### src/rtl/nlc_ch_scheduler.sv
// Round-robin sequencer that time-shares one NLC evaluation core between NCH ADC channels.
// Holds one pending sample per channel; a sample lost to a newer one sets a sticky overrun flag.
`timescale 1ns/1ps
module nlc_ch_scheduler #(
  parameter int NCH    = 2,
  parameter int XW     = 21,
  parameter int NCOEFF = 11,
  parameter int CS_LAT = 2,
  localparam int CW    = (NCH > 1) ? $clog2(NCH) : 1,
  localparam int LW    = (CS_LAT > 1) ? $clog2(CS_LAT) : 1
) (
  input  logic              clk,
  input  logic              reset,
  input  logic [NCH-1:0]    srdyi,
  input  logic [NCH*XW-1:0] x_adc,
  output logic              core_srdyi,
  output logic [XW-1:0]     core_x_adc,
  output logic [3:0]        core_coeff_sel,
  output logic              core_sum_rst,
  output logic              core_sum_en,
  input  logic [XW-1:0]     core_x_lin,
  output logic [XW-1:0]     x_lin,
  output logic [NCH-1:0]    srdyo,
  output logic [CW-1:0]     ch_id,
  output logic [NCH-1:0]    overrun,
  output logic              busy
);

  // state | meaning
  // IDLE  | no evaluation in flight, waiting for a pending sample
  // LOAD  | start strobe and accumulator clear, granted sample on core_x_adc
  // WAIT  | CS_LAT cycles for center/scale to reach the Horner loop
  // EVAL  | NCOEFF Horner steps, coefficient index counting down to 0
  // DONE  | capture core result, raise srdyo for the owning channel
  typedef enum logic [2:0] {IDLE, LOAD, WAIT, EVAL, DONE} state_t;

  state_t          state, state_nxt;
  logic [NCH-1:0]  pend;
  logic [XW-1:0]   hold [NCH];
  logic [XW-1:0]   x_load;
  logic [CW-1:0]   gnt, gnt_nxt, ptr;
  logic            gnt_vld;
  logic [LW-1:0]   wait_cnt;
  logic [3:0]      sel;
  logic            loading;

  assign loading        = (state == LOAD);
  assign busy           = (state != IDLE);
  assign ch_id          = gnt;
  assign core_coeff_sel = sel;
  // hold[gnt] may be overwritten after LOAD, so the presented sample is latched
  assign core_x_adc     = loading ? hold[gnt] : x_load;

  // first pending channel after the last grant, wrapping modulo NCH
  always_comb begin
    logic [CW-1:0] idx;
    gnt_nxt = gnt;
    gnt_vld = 1'b0;
    idx     = ptr;
    for (int k = 0; k < NCH; k++) begin
      idx = (idx == CW'(NCH-1)) ? '0 : idx + CW'(1);
      if (!gnt_vld && pend[idx]) begin
        gnt_nxt = idx;
        gnt_vld = 1'b1;
      end
    end
  end

  always_comb begin
    state_nxt    = state;
    core_srdyi   = 1'b0;
    core_sum_rst = 1'b0;
    core_sum_en  = 1'b0;
    case (state)
      IDLE: if (|pend) state_nxt = LOAD;
      LOAD: begin
        core_srdyi   = 1'b1;
        core_sum_rst = 1'b1;
        state_nxt    = WAIT;
      end
      WAIT: if (wait_cnt == '0) state_nxt = EVAL;
      EVAL: begin
        core_sum_en = 1'b1;
        if (sel == '0) state_nxt = DONE;
      end
      DONE:    state_nxt = (|pend) ? LOAD : IDLE;
      default: state_nxt = IDLE;
    endcase
  end

  always_ff @(posedge clk or negedge reset) begin
    if (!reset) state <= IDLE;
    else        state <= state_nxt;
  end

  always_ff @(posedge clk or negedge reset) begin
    if (!reset) begin
      gnt      <= '0;
      ptr      <= CW'(NCH-1);
      x_load   <= '0;
      wait_cnt <= '0;
      sel      <= 4'(NCOEFF-1);
      x_lin    <= '0;
      srdyo    <= '0;
    end else begin
      srdyo <= '0;
      if (state_nxt == LOAD && gnt_vld) begin
        gnt <= gnt_nxt;
        ptr <= gnt_nxt;
      end
      if (loading) begin
        x_load   <= hold[gnt];
        wait_cnt <= LW'(CS_LAT-1);
      end
      if (state == WAIT && wait_cnt != '0) wait_cnt <= wait_cnt - LW'(1);
      if (state == EVAL) sel <= (sel == '0) ? 4'(NCOEFF-1) : sel - 4'd1;
      if (state == DONE) begin
        x_lin <= core_x_lin;
        srdyo <= NCH'(1) << gnt;
      end
    end
  end

  // a strobe landing on the LOAD cycle of its own channel refills the slot without loss
  always_ff @(posedge clk or negedge reset) begin
    if (!reset) begin
      pend    <= '0;
      overrun <= '0;
      for (int i = 0; i < NCH; i++) hold[i] <= '0;
    end else begin
      for (int i = 0; i < NCH; i++) begin
        if (srdyi[i]) begin
          hold[i] <= x_adc[i*XW +: XW];
          pend[i] <= 1'b1;
          if (pend[i] && !(loading && gnt == CW'(i))) overrun[i] <= 1'b1;
        end else if (loading && gnt == CW'(i)) begin
          pend[i] <= 1'b0;
        end
      end
    end
  end

endmodule

### config.mk
export PLATFORM = sky130hd
export DESIGN_NAME = nlc_ch_scheduler
export DESIGN_NICKNAME = d
export VERILOG_FILES = /design/src/rtl/nlc_ch_scheduler.sv
export SDC_FILE = /design/constraint.sdc
export NUM_CORES = 1
export LEC_CHECK = 0
export ABC_AREA = 1
export CAP_MARGIN = 5
export CORE_MARGIN = 2
export CORE_UTILIZATION = 51
export CTS_CLUSTER_DIAMETER = 150
export DETAILED_ROUTE_END_ITERATION = 7
export PLACE_DENSITY = 0.88
export SKIP_CTS_REPAIR_TIMING = 1
export SYNTH_ARGS = -nofsm -noshare
export SYNTH_HDL_FRONTEND = slang
export SYNTH_SLANG_ARGS = --single-unit
### constraint.sdc
create_clock -name clk -period 2 [get_ports clk]
set_clock_uncertainty 0.15 [all_clocks]
set_input_delay 0.2 -clock clk [delete_from_list [all_inputs] [get_ports clk]]
set_output_delay 0.2 -clock clk [all_outputs]
set_load 0.1 [all_outputs]
Word level (Yosys, flattened, before mapping) --
Cells that the tools add are included. W data, S select, Z words.
Word-level totals: bits in registers 100, input port bits 67, output and inout port bits 55, logic and storage cells 77
Cells by class: add/subtract/negate cells 4, magnitude comparators 3, eq/ne operators 5, shifts and indexed selects 1, mux-type cells 29, bitwise gates (word level) 2, reduce and logical (&&, ||, !) cells 19
Operator list (number):
- $mux W21 | 4
- $mux W1 | 19
- $pmux W3 S5 | 1
- $mux W3 | 3
- $logic_and A1 B1 Y1 | 7
- $eq A3 B1 Y1 const B | 2
- $eq A3 B2 Y1 const B | 2
- $reduce_bool A2 Y1 | 3
- $logic_not A4 Y1 | 1
- $lt A1 B2 Y1 const B | 2
- $mux W4 | 1
- $reduce_and A2 Y1 | 2
- $sub A4 B1 Y4 const B | 1
- $eq A3 B3 Y1 const B | 1
- $logic_not A1 Y1 | 3
- $logic_not A3 Y1 | 1
- $reduce_bool A3 Y1 | 1
- $add A1 B1 Y1 const B | 2
- $ge A2 B2 Y1 const B | 1
- $mux W2 | 1
- $not A1 Y2 | 1
- $reduce_or A2 Y1 | 1
- $shl A1 B1 Y2 const A | 1
- $not A1 Y1 | 1
- $sub A1 B1 Y1 const B | 1

Longest topological paths before layout --
word-level depth 9, gate-level depth with buffers 7, depth with buffers taken out 7

Worst setup path before layout --
No wires, ideal clock.
path kind flip-flop to flip-flop, start point register gnt (netlist: ch_id), end point register x_load[11], setup time 0.384 ns, data arrival time 2.163 ns, required time 1.466 ns, slack -0.697 ns, cell stages (with the launch flop) 6, path buffers 2, clock period less this slack 2.697 ns, cells stage by stage dfrtp_1 > buf_2 > clkbuf_1 > o21ai_0 > nand2_1 > nand2_1
On the way: word-level cells in the longest chain between the ends 5
Ends and longest elaborated chain:
- start, declared | line 41 | logic [CW-1:0] gnt, gnt_nxt, ptr;
- start signal, assigned | line 108 | gnt <= gnt_nxt;
- $not A1 Y2
- $mux W21 (4 in series)
- via core_x_adc[11] | line 17 | output logic [XW-1:0] core_x_adc,
- end signal, assigned | line 112 | x_load <= hold[gnt];
- end, declared | line 40 | logic [XW-1:0] x_load;
The timed path passes the listed nets, and every way through them passes these cells. The select of a mux whose other input is x is not followed. A chain may end at the register's enable or synchronous reset.

Final worst setup path --
start point register state[1], end point output port core_x_adc[14]
On the way: word-level cells in the longest chain between the ends 2
Ends and longest elaborated chain:
- start, declared | line 37 | state_t state, state_nxt;
- start signal, assigned | line 93 | else state <= state_nxt;
- $eq A3 B1 Y1 | line 47 | assign loading = (state == LOAD);
- $mux W21
- end, declared | line 17
No other way between the ends.

==> run_results.csv <==
group,metric,value,unit
clock_tree,path_clk_slew,0.09,ns
global_route,grt_max_degree,48,
sta,setup_viol,12,
sta,report.final.hold_viol_count,0,
yosys,yosysSeqAreaShare,0.601,
sta,fmax,494,MHz
clock_tree,tritoncts,"done",
global_route,overflow,0,
sta,fin_crit_sh,1.01,
finish,nets,683,
yosys,synth_top_flop_cell,"dfrtp_1",
clock_tree,clock_latency,0.35,ns
sta,rsz0062_at_grt,"true",
sta,layout_min_cycle_time,2.02,ns
yosys,syn-num-nets,556,
drt,drt_iter0_drc,169,
die,start_util,0.534,
placement,gp_congestion,0.830,
finish,final_common_cell,"nand2_1",
run_status,status,"complete, but fails checks",
global_route,antenna_found_initial,0,
finish,seqCellArea,2510,um2
yosys,yosys_register_bits,100,
yosys,synth_edf_count,0,
die,die_w,94.4,um
setup_path,worst-path-max-fanout,8,
setup_path,critPathLaunchType,"flip-flop",
setup_path,cp_data_arrival_time,1.67,ns
setup_path,crit_required,1.65,ns
clock_tree,cts_inserted_buffers,9,
clock_tree,clock-sinks,100,
drt,avgViaCountPerCell,5.17,
finish,layout_common_cells,"nand2_1, dfrtp_1, clkdlybuf4s50_1",
placement,dp_hpwl,7320,um
sta,whs,0.181,ns
drt,routed_wl,11000,um
drt,drtAntennaViolNets,0,
die,rows,32,
finish,multi_input_area,1410,um2
clock_tree,htreeDepth,3,
global_route,grt_first_pass_wirelength,17000,um
yosys,synth_area,4170,um2
setup_path,end_kind,"output pin",
yosys,ys_warn_count,0,
finish,area_growth,47.1,%
global_route,grt_pass1_vias,3733,
finish,fillerInstances,488,
clock_tree,clock-root-buffer,"clkbuf_8",
job,drv_cap,0,
drt,routed-via-count,3730,
setup_path,rr_startpoint,"state[1]$_DFF_PN0_",
die,die_area,8910,um2
setup_path,crit_start,"state[1]$_DFF_PN0_",
sta,slew_violations,0,
clock_tree,clockBufferDepth,2,
drt,wire_per_inst,15.2,um
placement,port_buffers,121,
setup_path,criticalPathCategory,"flip-flop to output pin",
drt,first_pass_iters,5,
drt,drcViolationCount,0,
yosys,synth.avg_cell_area,8.54,um2
finish,drive_gt1_frac,0.204,
hold_path,hold_path_class,"primary input to asynchronous set/reset pin",
die,die_h,94.4,um
die,core-area,7810,um2
run_status,violations,"negative setup slack",
sta,worst_slew_pin_slew,0.429,ns
sta,layout_setup_ws,-0.0225,ns
die,ios,122,
yosys,synth_cell_type_count,23,
sta,relSlewSlack,0.714,
yosys,synthCells,488,
global_route,grt_usage,0.245,
yosys,ys_async_sr_fraction,1.00,
finish,n_antenna_cell,0,
==> path summary, 6_finish.rpt <==
path,to,slack (ns),depth (start not counted)
setup / recovery,core_x_adc[14],-0.02,6
hold / removal,x_lin[0]$_DFFE_PN0N_,0.18,2
setup reg to reg,x_lin[10]$_DFFE_PN0N_,0.31,6
hold reg to reg,hold[14]$_DFFE_PN0P_,0.33,2
max in group asynchronous,state[0]$_DFF_PN0_,0.98,3
min in group clk,hold[17]$_DFFE_PN0P_,0.23,3
==> flip-flops by register name (all words and copies together) (netlist names), 2 cells and up <==
| signal | flops |
|---|---|
| core_coeff_sel | 4 |
| x_lin | 21 |
| x_load | 21 |
| overrun | 2 |
| hold | 42 |
| pend | 2 |
| srdyo | 2 |
| state | 3 |
==> cells in the mapped netlist (2+ instances only) <==
cell      number  area [um2]
nand2_1      228         856
dfrtp_1       97        2430
o21ai_0       48         240
inv_1         37         139
nand3_1       27         135
clkbuf_1       9        33.8
buf_2          8        40.0
nor2_1         7        26.3
buf_6          5        56.3
buf_4          3        22.5
dfstp_2        3        78.8
inv_2          3        11.3
nand2_2        2        12.5
nand4_1        2        12.5
==> critical path, stage by stage, from the launching register on <==
cell and delay (ns):
dfrtp_1 0.44, nor3_4 0.22, buf_6 0.17, buf_8 0.13, nand2_1 0.06, nand2_2 0.11, buf_12 0.18
==> cell type report <==
| type | instances | share of cell area |
|---|---|---|
| Timing Repair Buffer | 142 | 0.268 |
| Sequential cell | 100 | 0.409 |
| Clock buffer | 11 | 0.0247 |
| Inverter | 40 | 0.0269 |
| Multi-Input combinational cell | 322 | 0.230 |
| Clock inverter | 4 | 0.0196 |
| Tap cell | 102 | 0.0208 |
==> cells by family (layout without fill, tap and decap cells) <==
logic type / count (synthesis) / in the layout / share of synthesized area
compound gates: 51 / 51 / 0.0627
fa+ha+maj: 1 / 1 / 0.00300
buf+inv: 66 / 197 / 0.0735
flops: 100 / 100 / 0.601
simple gates: 270 / 270 / 0.260
==> layer usage <==
metal	routed length, um	vias to the layer above	track usage
met5	0	-	0
met4	180	0	0.0894
met3	894	18	0.0543
met2	5530	193	0.441
met1	4350	1770	0.289
li1	-	1749	-
==> through the flow <==
stage | setup slack [ns] | utilization | instance area, um2 | setup TNS (ns) | std cells
2_1_floorplan | 0.00451 | - | 4230 | 0 | 488
3_3_place_gp | 0.266 | 0.731 | 5710 | 0 | 694
3_5_place_dp | 0.188 | 0.731 | 5710 | 0 | 694
4_1_cts | -0.193 | 0.766 | 5980 | -3.85 | 709
5_1_grt | -0.0943 | 0.786 | 6130 | -1.59 | 721
6_report | -0.0225 | 0.786 | 6130 | -0.132 | 721
Power is not shown: default switching activity piles up to over one toggle a cycle in this logic, so the estimate is an artifact.
